File: src/rtl/game_pkg.sv
// Shared definitions for the whack-a-mole game blocks: FSM states, the
// random position width and the default target count, so that
// random_generator and mole_target_controller agree on them.
package game_pkg;

  typedef enum logic [1:0] {
    ST_IDLE,
    ST_PICK,
    ST_SHOW,
    ST_GAP
  } state_e;

  localparam int POS_W           = 5;
  localparam int NUM_TARGETS_DEF = 18;

  // Bits needed to hold the larger of the two timer reload values (N-1).
  function automatic int timer_width(int on_cycles, int gap_cycles);
    int longest;
    longest = (on_cycles > gap_cycles) ? on_cycles : gap_cycles;
    return (longest > 2) ? $clog2(longest) : 1;
  endfunction

endpackage

File: src/rtl/rise_detect.sv
// Per-bit rising-edge detector. The delayed copy is registered; the rise
// vector is combinational so the consumer can react on the same edge that
// captures the new input level.
module rise_detect #(
  parameter int WIDTH = 1
) (
  input  logic             clk,
  input  logic             rst_n,
  input  logic [WIDTH-1:0] d,
  output logic [WIDTH-1:0] rise
);

  logic [WIDTH-1:0] r_d_q;

  // Delay the input by one clock; cleared by the synchronous reset.
  always_ff @(posedge clk) begin
    // NOTE: sequential state uses non-blocking assignments so every flop
    // samples the pre-edge values regardless of statement order.
    if (!rst_n) r_d_q <= '0;
    else        r_d_q <= d;
  end

  assign rise = d & ~r_d_q;

endmodule

File: src/rtl/mole_target_controller.sv
// Whack-a-mole round controller: picks a non-repeating target from the
// free-running random position, lights it for a bounded window and scores a
// hit on a rising switch edge or a miss on timeout. All outputs registered.
module mole_target_controller
  import game_pkg::*;
#(
  parameter int NUM_TARGETS = NUM_TARGETS_DEF,
  parameter int ON_CYCLES   = 50_000_000,
  parameter int GAP_CYCLES  = 25_000_000,
  parameter int SCORE_W     = 8
) (
  input  logic                   clk,
  input  logic                   rst_n,
  input  logic                   start,
  input  logic                   stop,
  input  logic [POS_W-1:0]       random_pos,
  input  logic [NUM_TARGETS-1:0] hit_sw,
  output logic [NUM_TARGETS-1:0] target_leds,
  output logic [POS_W-1:0]       target_idx,
  output logic                   target_valid,
  output logic                   hit_pulse,
  output logic                   miss_pulse,
  output logic [SCORE_W-1:0]     score,
  output logic                   busy
);

  localparam int TIMER_W = timer_width(ON_CYCLES, GAP_CYCLES);

  localparam logic [TIMER_W-1:0]     ON_LOAD  = TIMER_W'(ON_CYCLES - 1);
  localparam logic [TIMER_W-1:0]     GAP_LOAD = TIMER_W'(GAP_CYCLES - 1);
  localparam logic [POS_W-1:0]       LAST_IDX = POS_W'(NUM_TARGETS - 1);
  localparam logic [NUM_TARGETS-1:0] LED_LSB  = NUM_TARGETS'(1);

  state_e                 r_state;
  logic [TIMER_W-1:0]     r_timer;
  logic                   r_prev_valid;
  logic [POS_W-1:0]       r_target_idx;
  logic [NUM_TARGETS-1:0] r_target_leds;
  logic                   r_target_valid;
  logic                   r_hit_pulse;
  logic                   r_miss_pulse;
  logic [SCORE_W-1:0]     r_score;
  logic                   r_busy;

  logic [NUM_TARGETS-1:0] w_rise;
  logic                   w_hit;
  logic [POS_W-1:0]       w_mapped;
  logic [POS_W-1:0]       w_next_idx;

  rise_detect #(
    .WIDTH (NUM_TARGETS)
  ) u_rise_detect (
    .clk   (clk),
    .rst_n (rst_n),
    .d     (hit_sw),
    .rise  (w_rise)
  );

  // The LED vector is the one-hot of the current target while in SHOW, so
  // masking with it keeps only the rise on the lit target's switch.
  assign w_hit = |(w_rise & r_target_leds);

  // Fold the random position into range and step past a repeated target.
  always_comb begin
    // NOTE: every combinational output gets a default first, so no path
    // through the block can leave it unassigned and infer a latch.
    w_mapped = random_pos;
    if (int'(random_pos) >= NUM_TARGETS) begin
      // A single subtraction suffices: NUM_TARGETS >= 16 and random_pos < 32.
      w_mapped = random_pos - POS_W'(NUM_TARGETS);
    end
    w_next_idx = w_mapped;
    if (r_prev_valid && (w_mapped == r_target_idx)) begin
      w_next_idx = (w_mapped == LAST_IDX) ? '0 : w_mapped + POS_W'(1);
    end
  end

  // Round FSM with timer, score counter and registered outputs.
  always_ff @(posedge clk) begin
    if (!rst_n) begin
      r_state        <= ST_IDLE;
      r_timer        <= '0;
      r_prev_valid   <= 1'b0;
      r_target_idx   <= '0;
      r_target_leds  <= '0;
      r_target_valid <= 1'b0;
      r_hit_pulse    <= 1'b0;
      r_miss_pulse   <= 1'b0;
      r_score        <= '0;
      r_busy         <= 1'b0;
    end else begin
      r_hit_pulse  <= 1'b0;
      r_miss_pulse <= 1'b0;
      if (stop) begin
        // Abort keeps score and last target so the display can show them.
        r_state        <= ST_IDLE;
        r_target_leds  <= '0;
        r_target_valid <= 1'b0;
        r_busy         <= 1'b0;
      end else begin
        unique case (r_state)
          ST_IDLE: begin
            if (start) begin
              r_score      <= '0;
              r_prev_valid <= 1'b0;
              r_busy       <= 1'b1;
              r_state      <= ST_PICK;
            end
          end
          ST_PICK: begin
            r_target_idx   <= w_next_idx;
            r_prev_valid   <= 1'b1;
            r_timer        <= ON_LOAD;
            r_target_leds  <= LED_LSB << w_next_idx;
            r_target_valid <= 1'b1;
            r_state        <= ST_SHOW;
          end
          ST_SHOW: begin
            // A hit is checked before the timeout so a last-cycle hit wins.
            if (w_hit) begin
              if (r_score != '1) r_score <= r_score + SCORE_W'(1);
              r_hit_pulse    <= 1'b1;
              r_target_leds  <= '0;
              r_target_valid <= 1'b0;
              r_timer        <= GAP_LOAD;
              r_state        <= ST_GAP;
            end else if (r_timer == '0) begin
              r_miss_pulse   <= 1'b1;
              r_target_leds  <= '0;
              r_target_valid <= 1'b0;
              r_timer        <= GAP_LOAD;
              r_state        <= ST_GAP;
            end else begin
              r_timer <= r_timer - TIMER_W'(1);
            end
          end
          ST_GAP: begin
            if (r_timer == '0) r_state <= ST_PICK;
            else               r_timer <= r_timer - TIMER_W'(1);
          end
          default: r_state <= ST_IDLE;
        endcase
      end
    end
  end

  assign target_leds  = r_target_leds;
  assign target_idx   = r_target_idx;
  assign target_valid = r_target_valid;
  assign hit_pulse    = r_hit_pulse;
  assign miss_pulse   = r_miss_pulse;
  assign score        = r_score;
  assign busy         = r_busy;

endmodule

File: config.mk
export PLATFORM = sky130hd
export DESIGN_NAME = mole_target_controller
export DESIGN_NICKNAME = d
export VERILOG_FILES = /design/src/rtl/game_pkg.sv /design/src/rtl/rise_detect.sv /design/src/rtl/mole_target_controller.sv
export SDC_FILE = /design/constraint.sdc
export NUM_CORES = 1
export LEC_CHECK = 0
export CAP_MARGIN = 20
export CELL_PAD_IN_SITES_DETAIL_PLACEMENT = 1
export CELL_PAD_IN_SITES_GLOBAL_PLACEMENT = 2
export CORE_MARGIN = 2
export CORE_UTILIZATION = 34
export CTS_BUF_LIST = sky130_fd_sc_hd__clkbuf_4 sky130_fd_sc_hd__clkbuf_8
export DETAILED_ROUTE_END_ITERATION = 6
export GPL_TIMING_DRIVEN = 0
export PLACE_DENSITY_LB_ADDON = 0.25
export SLEW_MARGIN = 20
export SYNTH_ARGS = -nofsm -noshare
export SYNTH_HDL_FRONTEND = slang
export SYNTH_HIERARCHICAL = 1
export SYNTH_SLANG_ARGS = --single-unit
File: constraint.sdc
create_clock -name clk -period 3.8 [get_ports clk]
set_clock_uncertainty 0.1 [all_clocks]
set_input_delay 0.76 -clock clk [delete_from_list [all_inputs] [get_ports clk]]
set_output_delay 0.76 -clock clk [all_outputs]
set_load 0.02 [all_outputs]
# After elaboration in Yosys (flattened, before gate mapping)
# Cells that the tools add are included.
[op_classes]
shifts = 1
eq_ne = 12
order_cmp = 1
n_mux = 26
reduce_logical = 18
add_sub_neg = 4
bitwise_logic = 6
[op_table]
columns = ["op", "n"]
rows = [
  ["$mux 26", 3],
  ["$pmux 26 s3", 1],
  ["$and 18x18->18", 2],
  ["$mux 18", 2],
  ["$pmux 18 s2", 1],
  ["$logic_not 26->1", 1],
  ["$sub 26x1->26 const B", 1],
  ["$mux 8", 3],
  ["$reduce_or 21->1", 1],
  ["$not 18->18", 1],
  ["$reduce_or 18->1", 1],
  ["$shl 1x5->18 const A", 1],
  ["$pmux 8 s2", 1],
  ["$mux 5", 3],
  ["$ne 2x2->1 const B", 5],
  ["$reduce_and 3->1", 3],
  ["$add 8x1->8 const B", 1],
  ["$mux 2", 4],
  ["$ne 8x8->1 const B", 1],
  ["$pmux 2 s4", 1],
  ["$reduce_and 2->1", 3],
  ["$reduce_bool 2->1", 3],
  ["$add 5x1->5 const B", 1],
  ["$eq 5x5->1", 1],
  ["other kinds (15)", 23],
]
[word_totals]
inputBits = 27
out_inout_bits = 35
regBits = 82

# Depth between registers and ports, before layout
# Gate-level depths: netlist of run 1.
[logic_depth]
word_depth = 7
ltp_mapped = 13

# By module
# Netlist of run 1, hierarchy kept.
[by_module_without_submodules]
columns = ["module", "cells_per_inst", "area_each_um2", "instances"]
rows = [
  ["mole_target_controller", 439, 3777.4, 1],
  ["rise_detect", 55, 596.8, 1],
]

# Worst setup path after synthesis of run 1
# OpenSTA, ideal clock, no wires.
[synth_timing]
path_type = "input -> register"
from = "in random_pos[1]"
to = "reg r_target_leds[12], in the netlist target_leds[12]"
n_path_buf = 1
slack_ns = 0.304
t_required_ns = 3.583
arrival_time_ns = 3.279
path_stages = 13
path_cell_list = "buf_2 inv_1 ha_1 nand2b_2 o211ai_1 o21ai_0 inv_1 ha_1 inv_1 nor4_1 mux2i_1 a21oi_1 a32o_1"
[synth_via]
elab_chain_len = 7
[synth_lines]
columns = ["item", "line", "source"]
rows = [
  ["from (decl)", "mole_target_controller.sv:16", "input logic [POS_W-1:0] random_pos,"],
  ["$sub 5x5->5 or $ge 5x5->1 (tied branches)", "mole_target_controller.sv:70, mole_target_controller.sv:68", ""],
  ["$mux 5 (*)", "mole_target_controller.sv:68", "if (int'(random_pos) >= NUM_TARGETS) begin"],
  ["$add 5x1->5 (tied with other cells)", "mole_target_controller.sv:74", "w_next_idx = (w_mapped == LAST_IDX) ? '0 : w_mapped + POS_W'(1);"],
  ["$mux 5 or $logic_and 1x1->1 (tied branches)", "mole_target_controller.sv:74, mole_target_controller.sv:73", ""],
  ["$mux 5 (*)", "mole_target_controller.sv:73", "if (r_prev_valid && (w_mapped == r_target_idx)) begin"],
  ["$shl 1x5->18 (*)", "mole_target_controller.sv:114", "r_target_leds <= LED_LSB << w_next_idx;"],
  ["$pmux 18 s2 (*)", "mole_target_controller.sv:101", "unique case (r_state)"],
  ["to (signal assigned)", "mole_target_controller.sv:114", ""],
  ["to (decl)", "mole_target_controller.sv:38", "logic [NUM_TARGETS-1:0] r_target_leds;"],
]
# Mark *: on every way between the ends. The rest lies on a longest branch, timed or not.
# A chain may end at the register's enable or synchronous reset.

# Worst setup path in the final report of run 1
[layout_timing]
from = "in hit_sw[0]"
to = "reg r_timer[4]"
[layout_via]
elab_chain_len = 5
[layout_lines]
columns = ["item", "line", "source"]
rows = [
  ["from (decl)", "mole_target_controller.sv:17", "input logic [NUM_TARGETS-1:0] hit_sw,"],
  ["$and 18x18->18", "rise_detect.sv:23", "assign rise = d & ~r_d_q;"],
  ["net w_rise[0]", "mole_target_controller.sv:45", "logic [NUM_TARGETS-1:0] w_rise;"],
  ["$and 18x18->18", "mole_target_controller.sv:61", "assign w_hit = |(w_rise & r_target_leds);"],
  ["$reduce_or 18->1", "mole_target_controller.sv:61", ""],
  ["$mux 26", "mole_target_controller.sv:120", "if (w_hit) begin"],
  ["$pmux 26 s3", "mole_target_controller.sv:101", ""],
  ["to (signal assigned)", "mole_target_controller.sv:134", "r_timer <= r_timer - TIMER_W'(1);"],
  ["to (signal assigned)", "mole_target_controller.sv:139", "else r_timer <= r_timer - TIMER_W'(1);"],
  ["to (decl)", "mole_target_controller.sv:35", "logic [TIMER_W-1:0] r_timer;"],
]
# The timed path passes the listed nets, and every way through them passes these cells.

==> metrics.md, run 1 <==
| Metric | Value |
|---|---|
| H-tree depth | `3` |
| Number of buffers inserted by hold repair at cts | `0` |
| Clock Sinks | `82` |
| Global placer's final weighted congestion | `0.831` |
| Nature of the critical path startpoint | `primary input` |
| Achievable frequency | `286 MHz` |
| RR Endpoint | `target_leds[13]$_SDFFE_PP0P_` |
| Arr. time, crit path | `3660 ps` |
| Max clock buf depth | `2` |
| Max-cap violations | `0` |
| Leakage power | `0.00201 uW` |
| Multi-input logic area | `0.00266 mm2` |
| Hold Fails Final Rpt | `0` |
| DRT Wirelength | `13,200 um` |
| Setup Crit Path Kind | `primary input to flip-flop` |
| Max-slew violation total from the final report | `0` |
| Port bufs | `61` |
| Worst reg-to-reg path cell count | `7` |
| Number of cells produced by synthesis | `494` |
| Headroom to the max-slew limit | `45.8%` |
| #FFs+latches synth | `82` |
| Layout area overhead | `28.7%` |
| Final antenna-violating net count | `0` |
| DIE AREA | `0.0138 mm2` |
| Die span in y | `117 um` |
| Total placed cells including tap cells | `727` |
| Worst Tran Pin Value | `810 ps` |
| Vias | `4,081` |
| Drt drc | `0` |
| Post-layout net count | `618` |
| Boundary Pins | `62` |
| Vias in the first global route | `4,175` |
| Fraction of registers with async set or reset after synthesis | `0%` |
| Router iterations before antenna repair | `4` |
| Unique masters post-synth | `79` |
| Final cell count without fillers | `756` |
| Type of the most critical hold path | `flip-flop to flip-flop` |
| Cell depth of the worst hold path | `2` |
| TritonCTS clock tree | `done` |
| Synth Flop Type | `sky130_fd_sc_hd__dfxtp_1` |
| Sequential share of the synthesized area | `37.5%` |
| Root buffer cell | `sky130_fd_sc_hd__clkbuf_8` |
| Placement Rows | `41` |
| Total of warnings raised by yosys | `6` |
| Post-synthesis net count | `533` |
| Later-pin clock latency in the skew report | `370 ps` |
| Number of enable flip-flop cells after synthesis | `0` |
| Fraction of layout cells with a size suffix above 1 | `14.7%` |
| Critical-path maximum fanout | `10` |
| Global route overflow | `0` |
| Antenna fix cells | `0` |
| HPWL reported at the end of detailed placement | `9650 um` |
| Core Area | `0.0126 mm2` |
| Setup slack on the worst flop-to-flop path | `720 ps` |
| Post-Syn Area per Cell | `8.85 um2` |
| Capture endpoint of the worst hold path | `busy$_SDFFE_PP0P_` |
| Element type at the critical path end | `flip-flop` |
| Global-route wire length before repair | `21,500 um` |
| Detail-routed via count per cell | `5.40` |
| Min Hold Slack | `376 ps` |
| Required time worst endpoint | `3960 ps` |
| Post-detailed-route wirelength per cell | `17.4 um` |
| Unrepaired setup endpoints after global routing | `no` |
| Power per Cell Area | `377 mW/mm2` |
| Final Setup Violations | `0` |
| Register Area | `0.00164 mm2` |
| Final critical-path share of the clock period | `92.1%` |
| Result of the run | `completed` |
| Number of buffers inserted during clock tree synthesis | `9` |
| Maximum number of pins on one net before global-route repair | `15` |
| Tmin final | `3500 ps` |
| Critical register-to-register path startpoint | `r_timer[6]$_SDFFE_PN0P_` |
| Cell accounting for the most synthesized area | `sky130_fd_sc_hd__dfxtp_1` |
| Number of fillers in the final layout | `1,475` |
| Iter 0 DRT Violations | `146` |
| GRT Overall Usage | `19.3%` |
| Netlist Area Pre-Place | `0.00437 mm2` |
| Number of antenna violations at the first check in global routing | `0` |
| Starting density of the core | `34.8%` |
| Fraction of synthesized cell area taken by the top area cell type | `37.5%` |
| Peak supply drop | `0.148 mV` |
| Source of the worst hold timing path | `busy$_SDFFE_PP0P_` |
| Top cells by area in the synthesized netlist | `sky130_fd_sc_hd__dfxtp_1 38%, sky130_fd_sc_hd__nor2_1 3.8%, sky130_fd_sc_hd__ha_1 3.4%, sky130_fd_sc_hd__and2_1 3.3%, sky130_fd_sc_hd__a21oi_1 3.0%` |
| Die Wd | `117 um` |
| Clock-pin slew reported for the worst setup and hold paths after clock tree synthesis | `80 ps` |
## per-stage QoR
stage | total power, uW | setup WS (ps) | TNS [ps] | util [%] | area, um2
after floorplan | 1200 | 304 | 0 | - | 4370
after global placement | 1320 | -1010 | -17600 | 41.4 | 5200
after detailed placement | 1330 | -1030 | -18350 | 41.4 | 5200
after CTS | 2130 | 15.3 | 0 | 44.2 | 5560
after global routing | 2230 | 187 | 0 | 44.8 | 5630
final | 2120 | 301 | 0 | 44.8 | 5630
## cell type report
cell class / instances / share of cell area, %
clock inverters: 6 / 2.05
clock buffers: 10 / 2.33
flip-flops and latches: 82 / 29.2
well taps: 172 / 3.82
multi-input cells: 380 / 47.2
inverters: 15 / 1.00
plain buffers: 17 / 1.76
repair buffers: 74 / 12.7
## cells in the mapped netlist, types with 9 or more instances
cell and n:
sky130_fd_sc_hd__dfxtp_1 82, sky130_fd_sc_hd__nor2_1 44, sky130_fd_sc_hd__nand2_1 33, sky130_fd_sc_hd__a21oi_1 26, sky130_fd_sc_hd__and2_1 23, sky130_fd_sc_hd__o21ai_0 23
sky130_fd_sc_hd__nor2b_1 19, sky130_fd_sc_hd__inv_1 14, sky130_fd_sc_hd__nor3_1 13, sky130_fd_sc_hd__a31oi_1 12, sky130_fd_sc_hd__ha_1 12, sky130_fd_sc_hd__nand3_1 11
sky130_fd_sc_hd__a32o_1 10, sky130_fd_sc_hd__o221a_2 9
## worst max-delay path by stage
stage                     slack (ps)           from                           end
final                            300      hit_sw[0]       r_timer[4]$_SDFFE_PN0P_
after CTS                         20  random_pos[1]   target_leds[6]$_SDFFE_PP0P_
after detailed placement       -1030  random_pos[1]   target_leds[1]$_SDFFE_PP0P_
after floorplan                  300  random_pos[1]  target_leds[12]$_SDFFE_PP0P_
after global routing             190      hit_sw[8]      r_timer[20]$_SDFFE_PN0P_
after global placement         -1010  random_pos[1]   target_leds[1]$_SDFFE_PP0P_
## metal layers
metal / GRT usage, % / wire (um) / vias to the layer above / part of all wire [%]
met3: 3.99 / 329 / 18 / 2.5
met2: 34.6 / 6700 / 58 / 51
met1: 23.1 / 5910 / 1992 / 45
li1: - / - / 2013 / -
met4: 6.02 / 225 / 0 / 1.7
met5: 0 / 0 / - / 0
## timing repair
action | CTS | global route
pin swaps | 4 | 5
setup buffers | 10 | 3
gates resized for setup | 9 | 12
endpoints found under the setup margin | 20 | 21
endpoints found under the hold margin | 0 | 0
## layout by cell type, fill, tap and decap left out, types with 9 or more instances in the layout
| master | n |
|---|---|
| sky130_fd_sc_hd__a31oi_1 | 12 |
| sky130_fd_sc_hd__nand3_1 | 11 |
| sky130_fd_sc_hd__nor2_1 | 44 |
| sky130_fd_sc_hd__o221a_2 | 9 |
| sky130_fd_sc_hd__nor2b_1 | 19 |
| sky130_fd_sc_hd__dfxtp_1 | 82 |
| sky130_fd_sc_hd__nor3_1 | 13 |
| sky130_fd_sc_hd__clkdlybuf4s50_1 | 59 |
| sky130_fd_sc_hd__clkbuf_8 | 9 |
| sky130_fd_sc_hd__nand2_1 | 33 |
| sky130_fd_sc_hd__inv_1 | 13 |
| sky130_fd_sc_hd__o21ai_0 | 20 |
| sky130_fd_sc_hd__a21oi_1 | 25 |
| sky130_fd_sc_hd__buf_4 | 15 |
| sky130_fd_sc_hd__and2_1 | 23 |
| sky130_fd_sc_hd__ha_1 | 11 |
| sky130_fd_sc_hd__a32o_1 | 10 |
## state kept, by name, summed over array words and instances (netlist names)
name                 count
target_leds             18
busy                     1
hit_pulse                1
target_valid             1
u_rise_detect/r_d_q     18
score                    8
r_prev_valid             1
r_state                  2
target_idx               5
r_timer                 26
miss_pulse               1
## power by group
group	switching (uW)	internal, uW	total [uW]
Sequential	26.9	892	919
Clock	342	446	788
Combinational	248	169	416
## worst max-delay path: stages
cell,delay [ps]
sky130_fd_sc_hd__clkdlybuf4s50_1,410
sky130_fd_sc_hd__nor2b_1,140
sky130_fd_sc_hd__a22oi_1,250
sky130_fd_sc_hd__nand2_1,90
sky130_fd_sc_hd__nor3_1,380
sky130_fd_sc_hd__nand3_1,180
sky130_fd_sc_hd__o21ai_0,510
sky130_fd_sc_hd__clkbuf_1,490
sky130_fd_sc_hd__a31oi_1,160
sky130_fd_sc_hd__o221a_2,290
## cell families after synthesis
family                   Yosys count  share of synthesized area (%)
adder cells (fa/ha/maj)           12                           3.43
flip-flops                        82                           37.5
XOR/XNOR                          13                           2.60
buffers and inverters             32                           3.49
AO/OA/AOI/OAI                    145                           25.6
multiplexers                       7                           1.66
AND/OR/NAND/NOR                  203                           25.7
Note: power is estimated with default switching activity, not from simulation.
==> run 2, diff against run 1 <==
- GPL_ROUTABILITY_DRIVEN: not set -> 0
- SKIP_CTS_REPAIR_TIMING: not set -> 1
==> metrics.md, run 2 (same netlist as run 1, synthesis figures left out) <==
| Metric | Value |
|---|---|
| Die Wd | `117 um` |
| Vias in the first global route | `4,092` |
| Commonest non-fill, non-tap cell in the layout | `sky130_fd_sc_hd__dfxtp_1` |
| Leading cell types in the layout, fill and taps excluded | `82 x sky130_fd_sc_hd__dfxtp_1, 59 x sky130_fd_sc_hd__clkdlybuf4s50_1, 44 x sky130_fd_sc_hd__nor2_1` |
| DP Area | `0.00520 mm2` |
| Number of buffers inserted during clock tree synthesis | `9` |
| Iter 0 DRT Violations | `145` |
| Maximum number of pins on one net before global-route repair | `15` |
| Total placed cells including tap cells | `727` |
| Router iterations before antenna repair | `4` |
| Later-pin clock latency in the skew report | `370 ps` |
| Critical-path maximum fanout | `10` |
| Nature of the critical path startpoint | `primary input` |
| Arr. time, crit path | `3670 ps` |
| Critical register-to-register path startpoint | `r_timer[6]$_SDFFE_PN0P_` |
| Final Setup Violations | `0` |
| Element type at the critical path end | `flip-flop` |
| Count of buffering cells on the critical path with inverters included | `2` |
| Headroom to the max-slew limit | `45.0%` |
| Clock Sinks | `82` |
| Max-cap violations | `0` |
| Boundary Pins | `62` |
| Layout area overhead | `29.2%` |
| Post-layout net count | `619` |
| Detail-routed via count per cell | `5.42` |
| Setup Crit Path Kind | `primary input to flip-flop` |
| Max-slew violation total from the final report | `0` |
| Cell family with the largest share of critical-path delay | `compound AO/OA/AOI/OAI gates` |
| Capture endpoint of the worst hold path | `busy$_SDFFE_PP0P_` |
| Final non-filler cell area | `0.00565 mm2` |
| GRT Overall Usage | `19.0%` |
| Cell depth of the worst hold path | `2` |
| H-tree depth | `3` |
| HPWL reported at the end of detailed placement | `9650 um` |
| Number of antenna violations at the first check in global routing | `0` |
| Clock-pin slew reported for the worst setup and hold paths after clock tree synthesis | `80 ps` |
| Drt drc | `0` |
| Final cell count without fillers | `757` |
| Result of the run | `completed` |
| RR Endpoint | `target_leds[13]$_SDFFE_PP0P_` |
| DIE AREA | `0.0138 mm2` |
| Global-route wire length before repair | `21,100 um` |
| DRT Wirelength | `13,200 um` |
| Unrepaired setup endpoints after global routing | `no` |
| Peak supply drop | `0.148 mV` |
| Achievable frequency | `285 MHz` |
| Root buffer cell | `sky130_fd_sc_hd__clkbuf_8` |
| Die span in y | `117 um` |
| Tmin final | `3510 ps` |
| Placement Rows | `41` |
| Required time worst endpoint | `3960 ps` |
| Vias | `4,105` |
| Cell with the biggest individual delay on the critical path | `sky130_fd_sc_hd__o21ai_0` |
| Starting density of the core | `34.8%` |
| Fraction of layout cells with a size suffix above 1 | `14.9%` |
| Antenna fix cells | `0` |
| Power per Cell Area | `376 mW/mm2` |
| Post-placement worst setup slack | `-1030 ps` |
| Source of the worst hold timing path | `busy$_SDFFE_PP0P_` |
| Largest register FFs | `26` |
| Core Area | `0.0126 mm2` |
| TritonCTS clock tree | `done` |
| Worst reg-to-reg path cell count | `7` |
| Largest register by flop count | `r_timer` |
| Port bufs | `61` |
| Worst Tran Pin Value | `822 ps` |
| Global route overflow | `0` |
| Worst-case setup margin in the final layout | `290 ps` |
| List of cells traversed by the critical path | `clkdlybuf4s50_1 -> nor2b_1 -> a22oi_1 -> nand2_1 -> nor3_1 -> nand3_1 -> o21ai_0 -> clkbuf_1 -> a31oi_1 -> o221a_2` |
| Startpoint of the most critical setup path | `hit_sw[0]` |
| Hold Fails Final Rpt | `0` |
| Type of the most critical hold path | `flip-flop to flip-flop` |
| Final critical-path share of the clock period | `92.4%` |
| Post-detailed-route wirelength per cell | `17.5 um` |
| Final antenna-violating net count | `0` |
| Delay contributed by the slowest stage of the critical path | `520 ps` |
| Leakage power | `0.00203 uW` |
| Max clock buf depth | `2` |
| Setup slack on the worst flop-to-flop path | `720 ps` |
## run 2: routing by layer
| metal | vias to the layer above | routed length (um) | track usage [%] |
|---|---|---|---|
| met4 | 0 | 152 | 5.12 |
| met1 | 2027 | 5950 | 23.0 |
| li1 | 2013 | - | - |
| met5 | - | 0 | 0 |
| met2 | 52 | 6790 | 34.0 |
| met3 | 13 | 345 | 3.89 |
## run 2: final cells by class
class	count	area, um2
buffer	17	98.8
clock buffer	10	131
tap	172	215
clock inverter	6	115
sequential	82	1640
timing repair buffer	75	721
multi-input combinational	380	2670
inverter	15	56.3
fill	1462	6920
## run 2: metrics by stage
stage	hold WS, ps	util, %	TNS, ps	total power [uW]
2_1_floorplan	343	-	0	1200
3_3_place_gp	352	41.4	-17600	1320
3_5_place_dp	367	41.4	-18350	1330
4_1_cts	383	43.3	-9460	2110
5_1_grt	398	45.0	0	2230
6_report	376	45.0	0	2130
## run 2: power by group
group	total [uW]	internal [uW]	switching [uW]
registers	919	892	27.0
clock network	789	446	342
logic	418	168	250
total	2130	1510	619
## run 2: worst max-delay path by stage
stage                                    to  cells after the start
3_3_place_gp    target_leds[1]$_SDFFE_PP0P_                     14
2_1_floorplan  target_leds[12]$_SDFFE_PP0P_                     13
3_5_place_dp    target_leds[1]$_SDFFE_PP0P_                     14
6_report            r_timer[4]$_SDFFE_PN0P_                     10
5_1_grt         target_leds[4]$_SDFFE_PP0P_                     15
4_1_cts        target_leds[16]$_SDFFE_PP0P_                     14
## run 2: worst min-delay path: cells and delay by family (launching register included)
| family | cells | cell delay [ps] |
|---|---|---|
| AOI/OAI and AO/OA | 1 | 40 |
| and+or+nand+nor | 1 | 70 |
| DFF | 1 | 330 |
